$ cat config.mk
export PLATFORM = sky130hd
export DESIGN_NAME = oc_line_pullup
export DESIGN_NICKNAME = d
export VERILOG_FILES = /design/src/rtl/oc_bus_pullup_model_pkg.sv /design/src/rtl/oc_bus_pullup_model_line.sv
export SDC_FILE = /design/constraint.sdc
export NUM_CORES = 1
export LEC_CHECK = 0
export ABC_AREA = 1
export BUFFER_PORTS_ARGS = -buffer_cell sky130_fd_sc_hd__buf_2
export CAP_MARGIN = 10
export CORE_AREA = 3 3 57 64
export CTS_CLUSTER_SIZE = 25
export DETAILED_ROUTE_END_ITERATION = 8
export DIE_AREA = 0 0 60 67
export SLEW_MARGIN = 20
export SYNTH_ARGS = -nofsm -noshare
export SYNTH_HDL_FRONTEND = slang
export SYNTH_SLANG_ARGS = --single-unit
$ cat constraint.sdc
create_clock -name clk -period 1.7 [get_ports clk]
set_input_delay 0.085 -clock clk [delete_from_list [all_inputs] [get_ports clk]]
set_output_delay 0.085 -clock clk [all_outputs]
set_load 0.01 [all_outputs]
$ cat src/rtl/oc_bus_pullup_model_pkg.sv
// Shared types and helpers for the open-collector bus termination model.
//   line_state_t : per-line resolved state (HIGH, LOW, RISE)
//   clog2_sat    : ceiling log2 that never returns less than 1
//   LOW_CNT_W    : width of the saturating per-line low-time counter
package cadr_term_pkg;

  typedef enum logic [1:0] {
    LS_HIGH,
    LS_LOW,
    LS_RISE
  } line_state_t;

  localparam int unsigned LOW_CNT_W = 16;

  // Ceiling log2 with a floor of 1, so that a counter sized by it always
  // has at least one bit.
  function automatic int unsigned clog2_sat(input int unsigned value);
    int unsigned w;
    w = 1;
    for (int unsigned i = 1; i < 32; i++) begin
      if ((32'd1 << w) < value) w = w + 1;
    end
    return w;
  endfunction

endpackage

$ cat src/rtl/oc_bus_pullup_model_line.sv
// One terminated open-collector line: HIGH/LOW/RISE state machine with an
// RC rise-time counter, plus a saturating low-time counter and sticky flag.
//   clk, reset_n : clock, asynchronous active-low reset
//   pull         : 1 = at least one driver pulls this line low
//   stuck_clr    : zero the stuck flag and low-time counter
//   level        : registered line level (state == HIGH)
//   rising       : registered rise-in-progress (state == RISE)
//   stuck        : set when the line has been low STUCK_CYCLES edges
module oc_line_pullup
  import cadr_term_pkg::*;
#(
  parameter int unsigned RISE_CYCLES  = 2,
  parameter int unsigned STUCK_CYCLES = 64
) (
  input  logic clk,
  input  logic reset_n,
  input  logic pull,
  input  logic stuck_clr,
  output logic level,
  output logic rising,
  output logic stuck
);

  localparam int unsigned RW = clog2_sat(RISE_CYCLES + 1);
  localparam logic [RW-1:0] RISE_LOAD = RW'(RISE_CYCLES - 1);
  localparam logic [LOW_CNT_W-1:0] STUCK_LIM = LOW_CNT_W'(STUCK_CYCLES);

  line_state_t state, state_next;
  logic [RW-1:0] rise_cnt, rise_cnt_next;
  logic [LOW_CNT_W-1:0] low_cnt, low_cnt_next, low_inc;
  logic stuck_q, stuck_next;

  always_ff @(posedge clk or negedge reset_n) begin
    if (!reset_n) begin
      state    <= LS_HIGH;
      rise_cnt <= '0;
      low_cnt  <= '0;
      stuck_q  <= 1'b0;
    end else begin
      state    <= state_next;
      rise_cnt <= rise_cnt_next;
      low_cnt  <= low_cnt_next;
      stuck_q  <= stuck_next;
    end
  end

  always_comb begin
    state_next    = state;
    rise_cnt_next = rise_cnt;
    unique case (state)
      LS_HIGH: begin
        if (pull) state_next = LS_LOW;
      end
      LS_LOW: begin
        if (!pull) begin
          state_next    = LS_RISE;
          rise_cnt_next = RISE_LOAD;
        end
      end
      LS_RISE: begin
        // A re-pull aborts the rise so the line never pulses high.
        if (pull) begin
          state_next    = LS_LOW;
          rise_cnt_next = '0;
        end else if (rise_cnt == '0) begin
          state_next = LS_HIGH;
        end else begin
          rise_cnt_next = rise_cnt - 1'b1;
        end
      end
      default: state_next = LS_HIGH;
    endcase
  end

  always_comb begin
    low_inc      = (low_cnt == '1) ? low_cnt : low_cnt + 1'b1;
    low_cnt_next = low_cnt;
    stuck_next   = stuck_q;
    // Clear takes priority over a set landing on the same edge.
    if (stuck_clr) begin
      low_cnt_next = '0;
      stuck_next   = 1'b0;
    end else if (pull) begin
      low_cnt_next = low_inc;
      if (low_inc >= STUCK_LIM) stuck_next = 1'b1;
    end else begin
      low_cnt_next = '0;
    end
  end

  assign level  = (state == LS_HIGH);
  assign rising = (state == LS_RISE);
  assign stuck  = stuck_q;

endmodule

==> flow_metrics.py <==
metrics = {
    "cells_and_area": {
        "seqCellArea_um2": 526.8,
        "multi_input_area_um2": 730.7,
        "final_core_util": 0.5021,
        "drive_above_1_share": 0.1940,
        "final_common_cell": "nand2_1",
        "final_cell_mix": "47 x nand2_1, 26 x inv_1, 20 x dfrtp_1",
        "fillers": 305,
        "nNetsFinal": 213,
        "areaGrowthSynthToFinish_pct": 12.72,
        "diodes": 0,
    },
    "worst_hold_path": {
        "hold_path_class": "input port to flop",
    },
    "pwr": {
        "p_per_area_nw_per_um2": 732.3,
        "power_leakage_uw": 0.0007452,
        "vdd_drop_max_uv": 516.2,
    },
    "critical_path": {
        "endpoint_kind": "flop",
        "crit_slowest_cell": "dfrtp_1",
        "cp.arrival_ps": 1830,
        "startpoint_type": "flop",
        "crit_chain": "ha_2 -> inv_2 -> nor2_2 -> nand2_1 -> inv_2 -> nand3b_4 -> inv_2 -> nor2_1 -> o21ai_0 -> a21oi_1",
        "path_buf_inv": 3,
        "crit_type": "flop to flop",
        "critPathTopFamily": "simple AND/OR/NAND/NOR gates",
        "cp.required_ps": 1900,
        "path_max_fanout": 8,
        "critPathMaxStageDelay_ps": 420,
        "cpMostUsedCell": "inv_2",
    },
    "synthesis": {
        "synth_ff_type": "dfrtp_1",
        "ys_warn_count": 0,
        "synth_top_area_cell": "dfrtp_1",
        "syn-num-nets": 195,
        "netlist_area_um2": 1358,
        "synth-edff-count": 0,
        "synthCells": 184,
        "ys_async_sr_fraction": 1.000,
        "synth.distinct_cells": 21,
        "postSynthAreaPerCell_um2": 7.378,
        "synth-seq-cells": 21,
        "yosysSeqAreaShare": 0.3871,
        "synth_top_area_frac": 0.3871,
        "synthTopCellsByArea": "dfrtp_1 39%, nand2_1 13%, inv_1 7.5%",
    },
    "sta": {
        "final_hold_viol_count": 0,
        "tightest_slew_ps": 480.2,
        "fin_skew_ps": 10.66,
        "fin_ws_ps": 68.40,
        "fmax_ghz": 0.6129,
        "slew_headroom": 0.6799,
        "setup_viol": 0,
        "slew_viol_final": 0,
        "fin_crit_ps": 1632,
        "layout_worst_path_cycle_share": 0.9598,
    },
    "placement": {
        "post-dp-hpwl_um": 2228,
        "place_ws_ps": 52.72,
        "place.gp.congestion": 0.8292,
        "numPortBuffers": 6,
    },
    "routing": {
        "vias": 1224,
        "route.detailed.drc": 0,
        "first_pass_iters": 4,
        "drt_wl_total_um": 2967,
        "drt_iter0_drc": 59,
        "routedWlPerCell_um": 12.63,
        "ant_nets": 0,
        "vias_per_cell": 5.209,
    },
    "clock_tree": {
        "insertion_delay_ps": 310,
        "ctsHtreeMaxLevel": 1,
        "cts_tree": "yes",
        "ctsLongestPathBuffers": 2,
        "clk_pin_slew_worst_paths_ps": 120,
        "cts-root-buf": "clkbuf_4",
        "cts_buffers": 3,
        "cts.sinks": 21,
    },
    "die": {
        "die_area_um2": 4020,
        "die_y_um": 67,
        "ioPinCount": 7,
        "coreArea_um2": 3048,
        "rows": 21,
        "start_util": 0.4454,
        "fp.dieW_um": 60,
    },
    "grt": {
        "grt_pass1_vias": 1174,
        "antenna_found_initial": 0,
        "grtUsageTotal": 0.1640,
        "grt_overflow": 0,
        "grt_pass1_wl_um": 5009,
        "grt_max_degree": 22,
    },
    "outcome": {
        "outcome": "finished, final reports clean",
    },
    "flow_run": {
        "max_cap_viol_count": 0,
    },
}
## sequential cells by signal (all words and copies together), names as in the netlist
register / count
low_cnt: 16
rise_cnt: 2
state: 2
stuck: 1
## stage by stage
step                total power (uW)  hold WS (ps)  TNS, ps  cell area (um^2)  instances
global route                    1221         46.35   -11.16              1530        235
global placement               870.1         68.66        0              1438        226
finish                          1121         17.69        0              1530        235
CTS                             1133         16.51        0              1484        232
detailed placement             885.4         70.40        0              1438        226
floorplan                      793.7        -210.6        0              1358        184
## routing by layer
layer	track usage	wire, um	up-vias	share of wire
li1	-	-	624	-
met1	0.2124	1416	571	0.48
met2	0.2716	1393	22	0.47
met3	0.01744	91	7	0.031
met4	0.06925	65	0	0.022
met5	0	0	-	0
## power by group
| part | switching (uW) | internal (uW) |
|---|---|---|
| combinational | 192 | 116 |
| sequential | 26.8 | 539 |
| clock | 155 | 91.6 |
## kinds of logic after synthesis
kind of cell,after synthesis,share of synthesized area
buf+inv,31,0.09678
fa+ha+maj,7,0.06451
compound gates,28,0.1106
flops,21,0.3871
simple gates,97,0.3410
## worst paths after layout
check / from / to / slack [ps] / cells after the start
worst max-delay path: low_cnt[1]$_DFF_PN0_ / low_cnt[3]$_DFF_PN0_ / 70 / 10
worst min-delay path: stuck_clr / stuck$_DFFE_PN0P_ / 20 / 4
worst max register to register: low_cnt[1]$_DFF_PN0_ / low_cnt[3]$_DFF_PN0_ / 70 / 10
worst min register to register: rise_cnt[1]$_DFFE_PN0P_ / rise_cnt[1]$_DFFE_PN0P_ / 490 / 2
max in group asynchronous: reset_n / low_cnt[2]$_DFF_PN0_ / 1090 / 2
min in group asynchronous: reset_n / low_cnt[15]$_DFF_PN0_ / 250 / 2
## timing repair
action                                  4_1_cts  5_1_grt
endpoints found under the hold margin        22        0
resized for setup                             0        8
endpoints found under the setup margin        0        6
buffers inserted                              0        2
hold buffers                                  2        0
## cell type report
class                      instances  area share
inverter                          29     0.07114
timing repair buffer              14     0.06214
tap                               34     0.02780
multi-input combinational        133      0.4775
sequential                        21      0.3442
clock buffer                       4     0.01717
## cell usage after synthesis, drive strengths merged (2+ instances only)
library cell,n
buf,2
nor3,3
ha,7
nor2,23
nand4,7
nand2,52
dfrtp,21
nand3,11
a21oi,12
inv,29
o21ai,12
## worst min-delay path: stages
cell and delay, ps:
buf_2 90, inv_1 40, nand2_1 50, nand2_1 40
Power figures use the tool's default switching activity.
